**src/rtl/swc_dec_pkg.sv**
```systemverilog
// swc_dec_pkg: shared encodings, op indices and FSM state for the SwitchMCU register-register decoder
package swc_dec_pkg;
  localparam logic [6:0] OPC_OP  = 7'b0110011;
  localparam logic [6:0] F7_BASE = 7'b0000000;
  localparam logic [6:0] F7_ALT  = 7'b0100000;
  localparam logic [2:0] F3_ADD  = 3'b000;
  localparam logic [2:0] F3_SLL  = 3'b001;
  localparam logic [2:0] F3_SLT  = 3'b010;
  localparam logic [2:0] F3_SLTU = 3'b011;
  localparam logic [2:0] F3_XOR  = 3'b100;
  localparam logic [2:0] F3_SRL  = 3'b101;
  localparam logic [2:0] F3_OR   = 3'b110;
  localparam logic [2:0] F3_AND  = 3'b111;
  localparam int N_OPS   = 10;
  localparam int OP_ADD  = 0;
  localparam int OP_SUB  = 1;
  localparam int OP_SLL  = 2;
  localparam int OP_SLT  = 3;
  localparam int OP_SLTU = 4;
  localparam int OP_XOR  = 5;
  localparam int OP_SRL  = 6;
  localparam int OP_SRA  = 7;
  localparam int OP_OR   = 8;
  localparam int OP_AND  = 9;
  typedef enum logic [1:0] {EMPTY, VALID, STALL} dec_state_t;
endpackage

```
**src/rtl/dec_rtype_swc.sv**
```systemverilog
// dec_rtype_swc: combinational RV32I OP-group decoder
//   instr_i   : 32-bit instruction word
//   op_o      : one-hot op select (bit order as OP_* in swc_dec_pkg), zero when illegal
//   rs1_o/rs2_o/rd_o : register index fields
//   illegal_o : word is not a legal OP-group instruction
module dec_rtype_swc
  import swc_dec_pkg::*;
(
  input  logic [31:0]      instr_i,
  output logic [N_OPS-1:0] op_o,
  output logic [4:0]       rs1_o,
  output logic [4:0]       rs2_o,
  output logic [4:0]       rd_o,
  output logic             illegal_o
);
  logic [6:0] f7;
  logic [2:0] f3;
  logic alt, f7_ok;
  logic [N_OPS-1:0] raw;
  assign f7 = instr_i[31:25];
  assign f3 = instr_i[14:12];
  assign alt = f7 == F7_ALT;
  // The alternate funct7 only exists for sub and sra.
  assign f7_ok = (f7 == F7_BASE) || (alt && (f3 == F3_ADD || f3 == F3_SRL));
  assign illegal_o = !((instr_i[6:0] == OPC_OP) && f7_ok);
  assign raw[OP_ADD]  = f3 == F3_ADD && !alt;
  assign raw[OP_SUB]  = f3 == F3_ADD && alt;
  assign raw[OP_SLL]  = f3 == F3_SLL;
  assign raw[OP_SLT]  = f3 == F3_SLT;
  assign raw[OP_SLTU] = f3 == F3_SLTU;
  assign raw[OP_XOR]  = f3 == F3_XOR;
  assign raw[OP_SRL]  = f3 == F3_SRL && !alt;
  assign raw[OP_SRA]  = f3 == F3_SRL && alt;
  assign raw[OP_OR]   = f3 == F3_OR;
  assign raw[OP_AND]  = f3 == F3_AND;
  assign op_o  = illegal_o ? '0 : raw;
  assign rs1_o = instr_i[19:15];
  assign rs2_o = instr_i[24:20];
  assign rd_o  = instr_i[11:7];
endmodule

```
**src/rtl/dec_reg_swc.sv**
```systemverilog
// dec_reg_swc: slot-phased register-register decode stage feeding the execute unit
//   hclk/hrstn     : clock, async active-low reset
//   cycle_cnt      : slot phase 1..4 (0 in reset)
//   ifu_*          : fetch handshake (valid/instr/pc in, ready out)
//   exu_stall      : execute stall, sampled at phase-4 edges only
//   en, dec_*      : held instruction valid, one-hot op, register fields
//   pc             : PC of held instruction
//   dec_illegal    : one-cycle pulse after capturing a non-OP word
//   issue_cnt      : legal instructions issued (wrapping)
module dec_reg_swc
  import swc_dec_pkg::*;
#(
  parameter int XLEN = 32
) (
  input  logic            hclk,
  input  logic            hrstn,
  input  logic [3:0]      cycle_cnt,
  input  logic            ifu_valid,
  input  logic [31:0]     ifu_instr,
  input  logic [XLEN-1:0] ifu_pc,
  output logic            ifu_ready,
  input  logic            exu_stall,
  output logic            en,
  output logic            dec_add,
  output logic            dec_sub,
  output logic            dec_sll,
  output logic            dec_slt,
  output logic            dec_sltu,
  output logic            dec_xor,
  output logic            dec_srl,
  output logic            dec_sra,
  output logic            dec_or,
  output logic            dec_and,
  output logic [4:0]      dec_rs1,
  output logic [4:0]      dec_rs2,
  output logic [4:0]      dec_rd,
  output logic [XLEN-1:0] pc,
  output logic            dec_illegal,
  output logic [XLEN-1:0] issue_cnt
);
  dec_state_t state_q, state_d;
  logic [N_OPS-1:0] op_q, op_d, dec_op;
  logic [4:0] rs1_q, rs1_d, rs2_q, rs2_d, rd_q, rd_d, dec_rs1_w, dec_rs2_w, dec_rd_w;
  logic [XLEN-1:0] pc_q, pc_d, cnt_q, cnt_d;
  logic ill_q, ill_d, dec_ill, cap, ph4;
  dec_rtype_swc u_dec (
    .instr_i   (ifu_instr),
    .op_o      (dec_op),
    .rs1_o     (dec_rs1_w),
    .rs2_o     (dec_rs2_w),
    .rd_o      (dec_rd_w),
    .illegal_o (dec_ill)
  );
  assign ifu_ready = (state_q == EMPTY) && (cycle_cnt == 4'd1);
  assign cap = ifu_ready && ifu_valid;
  assign ph4 = cycle_cnt == 4'd4;
  always_comb begin
    state_d = state_q;
    op_d = op_q;
    rs1_d = rs1_q;
    rs2_d = rs2_q;
    rd_d = rd_q;
    pc_d = pc_q;
    cnt_d = cnt_q;
    ill_d = 1'b0;
    unique case (state_q)
      EMPTY: begin
        if (cap && dec_ill) ill_d = 1'b1;
        else if (cap) begin
          state_d = VALID;
          op_d = dec_op;
          rs1_d = dec_rs1_w;
          rs2_d = dec_rs2_w;
          rd_d = dec_rd_w;
          pc_d = ifu_pc;
          cnt_d = cnt_q + XLEN'(1);
        end
      end
      VALID: begin
        if (ph4) state_d = exu_stall ? STALL : EMPTY;
        if (ph4 && !exu_stall) op_d = '0;
      end
      STALL: begin
        if (ph4 && !exu_stall) begin
          state_d = EMPTY;
          op_d = '0;
        end
      end
      default: begin
        state_d = EMPTY;
        op_d = '0;
      end
    endcase
  end
  always_ff @(posedge hclk or negedge hrstn) begin
    if (!hrstn) begin
      state_q <= EMPTY;
      op_q <= '0;
      rs1_q <= '0;
      rs2_q <= '0;
      rd_q <= '0;
      pc_q <= '0;
      cnt_q <= '0;
      ill_q <= 1'b0;
    end else begin
      state_q <= state_d;
      op_q <= op_d;
      rs1_q <= rs1_d;
      rs2_q <= rs2_d;
      rd_q <= rd_d;
      pc_q <= pc_d;
      cnt_q <= cnt_d;
      ill_q <= ill_d;
    end
  end
  assign en = state_q != EMPTY;
  assign {dec_and, dec_or, dec_sra, dec_srl, dec_xor, dec_sltu, dec_slt, dec_sll, dec_sub, dec_add} = op_q;
  assign dec_rs1 = rs1_q;
  assign dec_rs2 = rs2_q;
  assign dec_rd = rd_q;
  assign pc = pc_q;
  assign dec_illegal = ill_q;
  assign issue_cnt = cnt_q;
endmodule
```
**config.mk**
```make
export PLATFORM = sky130hd
export DESIGN_NAME = dec_reg_swc
export DESIGN_NICKNAME = d
export VERILOG_FILES = /design/src/rtl/swc_dec_pkg.sv /design/src/rtl/dec_rtype_swc.sv /design/src/rtl/dec_reg_swc.sv
export SDC_FILE = /design/constraint.sdc
export NUM_CORES = 1
export LEC_CHECK = 0
export CORE_AREA = 2 2 97 99
export CTS_CLUSTER_DIAMETER = 60
export DETAILED_ROUTE_END_ITERATION = 10
export DIE_AREA = 0 0 99 101
export PLACE_DENSITY = 0.84
export SLEW_MARGIN = 5
export SYNTH_ARGS = -nofsm -noshare
export SYNTH_HDL_FRONTEND = slang
export SYNTH_SLANG_ARGS = --single-unit
```
**constraint.sdc**
```tcl
create_clock -name hclk -period 3.28 [get_ports hclk]
set_input_delay 0.656 -clock hclk [delete_from_list [all_inputs] [get_ports hclk]]
set_output_delay 0.656 -clock hclk [all_outputs]
set_load 0.01 [all_outputs]
```
==> out/qor.csv <==
metric;value;unit
status;finished clean;
router iterations before antenna repair;4;
synthesized flop and latch total;92;
Die W;99;microns
combinational share of power;0.065;
final hold slack;0.470;ns
Starting Density;0.453;
P_int;0.00149;W
synthesized area;4070;sq um
post-layout minimum cycle time;2.70;ns
register area share after synthesis;0.566;
clk slew on worst S/H paths;0.09;ns
fmax;370;MHz
GRT Overall Usage;0.202;
PD cells;324;nW/um^2
Top FF cell, synth;dfrtp_1;
initial antenna violation count;0;
commonest cells in the netlist;nand2_1 (160), dfrtp_1 (92), xor2_1 (19);
Sequential Power Share;0.583;
area occupied by multi-input gates;1670;sq um
arrival time worst endpoint;2.04;ns
Post-synth EDFFs;0;
P_leak;2.85;nW
vias in the first global route;3440;
Port Buffers;163;
die height;101;microns
Yosys top cell by area;dfrtp_1;
setup ws final;0.581;ns
Post-Route Setup TNS;0;ns
crit start category;flop;
Placed Cells;676;
first-pass GRT wire length;16.3;mm
hold crit path type;flop to flop;
relative slew slack;0.234;
IO Pins;164;
TritonCTS clock tree;done;
nets;652;
Max VDD drop;0.000230;V
critical path class;flop to primary output;
share of the synthesized area in the top cell type;0.566;
Fin. Hold Viols;0;
Area Overhead vs Synth;47.5;%
drt wl/cell;14.0;microns
Setup Buffers After CTS;0;
RePlAce Congestion;0.728;
post-route insts no fill;692;
max_cap viols;0;
core area;8980;sq um
Crit. End Element;primary output;
H-tree levels;3;
share of cells above drive strength 1;0.0878;
Syn Area/Cell;9.96;sq um
CTS buffer count;9;
RSZ-0062 raised after global routing;false;
Psw;0.000451;W
post-synthesis instance total;408;
async set or reset register ratio after synthesis;1.00;
aggregate global routing overflow;0;
DRC Markers;0;
drt via density;4.92;
final setup fails;0;
ant diodes;0;
post-route ant nets;0;
count leader, synth;nand2_1;
CP required;2.62;ns
filler instances;733;
Rows;35;
Worst-Margin Slew;1.15;ns
synthesized net count;484;
die footprint;10000;sq um
fin. max-slew vios;0;
HPWL Detailed;7.21;mm
clk_lat worst skew;0.35;ns
Clock power frac;0.352;
deepest clock path buffer count;2;
Iter 0 DRT Violations;125;
Area contributors post-synth;dfrtp_1 (57%), nand2_1 (15%), xor2_1 (4.1%), xnor2_1 (2.8%), mux2_2 (2.8%);
CTS Hold Bufs;0;
Clock Tree Root;clkbuf_8;
worst slack, placed;0.365;ns
Worst Clk Skew;0.00918;ns
switching power share of the total;0.232;
PostCTS Resize Cnt;0;
crit-path max FO;6;
Ys Warns;0;
Final Routed Wirelength;9.71;mm
Via Count;3407;
number of library cell types mapped by synthesis;37;
Tcrit/Tclk final;0.823;
pin count of the biggest net entering global routing;93;
clock sink count;92;
sequential cell area;2300;sq um
## layout make-up
cell class / instances / share of cell area
clock buffers: 9 / 0.0207
clock inverters: 7 / 0.00835
inverters: 8 / 0.00501
multi-input cells: 295 / 0.278
flip-flops and latches: 92 / 0.384
well taps: 111 / 0.0232
repair buffers: 170 / 0.281
## worst max-delay path, stage by stage (launching register included)
cell	delay (ns)
dfrtp_1	0.41
inv_1	0.09
ha_1	0.30
nand2_1	0.13
nor4_1	0.19
clkdlybuf4s50_1	0.58
## worst paths after layout
path                            startpoint             to  slack [ns]  depth (start not counted)
min in group asynchronous            hrstn  issue_cnt[31]        0.51                          1
worst min-delay path                pc[30]         pc[30]        0.47                          2
max in group asynchronous            hrstn         pc[20]        2.02                          1
worst min register to register      pc[30]         pc[30]        0.47                          2
worst max register to register  state_q[0]  issue_cnt[13]        0.98                          9
worst max-delay path            state_q[0]      ifu_ready        0.58                          5
## cell usage in the layout, fill, tap and decap left out, types with 2 or more instances in the layout
master and instances:
and2_1 2, and3_1 4, buf_4 8, clkbuf_8 9
clkdlybuf4s50_1 162, clkinv_2 3, clkinv_4 2, dfrtp_1 92
ha_1 4, inv_1 8, inv_6 2, mux2_2 10
nand2_1 160, nand2b_1 3, nand3_1 14, nand4_1 8
nand4_2 2, nor2_1 12, nor3_1 12, nor4_1 9
nor4_2 6, xnor2_1 13, xor2_1 19
## through the flow
stage                     utilization  instance area, sq um  total power (W)
final                           0.668                  5990          0.00194
after global routing            0.668                  5990          0.00203
after CTS                       0.668                  5990          0.00197
after detailed placement        0.648                  5820          0.00128
after global placement          0.648                  5820          0.00128
after floorplan                     -                  4070          0.00117
## cell families (layout without fill, tap and decap cells)
group                    after synthesis  after routing  synth area share
flip-flops                            92             92             0.566
multiplexers                          11             11            0.0302
buffers and inverters                 21            194            0.0234
adder cells (fa/ha/maj)                4              4            0.0123
XOR/XNOR                              32             32            0.0689
AO/OA/AOI/OAI                          6              6            0.0126
AND/OR/NAND/NOR                      242            242             0.286
## sequential cells by signal, summed over array words and instances, names as in the netlist
| signal | count |
|---|---|
| state_q | 2 |
| dec_rs2 | 5 |
| issue_cnt | 32 |
| dec_rd | 5 |
| dec_rs1 | 5 |
| dec_illegal | 1 |
| pc | 32 |
| op_q | 10 |
## power by group through the flow
stage | clock network [W] | logic [W] | registers [W]
finish | 0.000685 | 0.000126 | 0.00113
detailed placement | 0 | 0.000127 | 0.00116
global route | 0.000753 | 0.000138 | 0.00113
CTS | 0.000708 | 0.000128 | 0.00113
global placement | 0 | 0.000125 | 0.00116
floorplan | 0 | 0.0000115 | 0.00116
## routing by layer
metal,track usage,vias to the layer above,share of wire
li1,-,1667,-
met5,0,-,0
met1,0.250,1613,0.41
met4,0.0664,0,0.015
met2,0.340,115,0.49
met3,0.0617,12,0.082
Power figures use the tool's default switching activity.
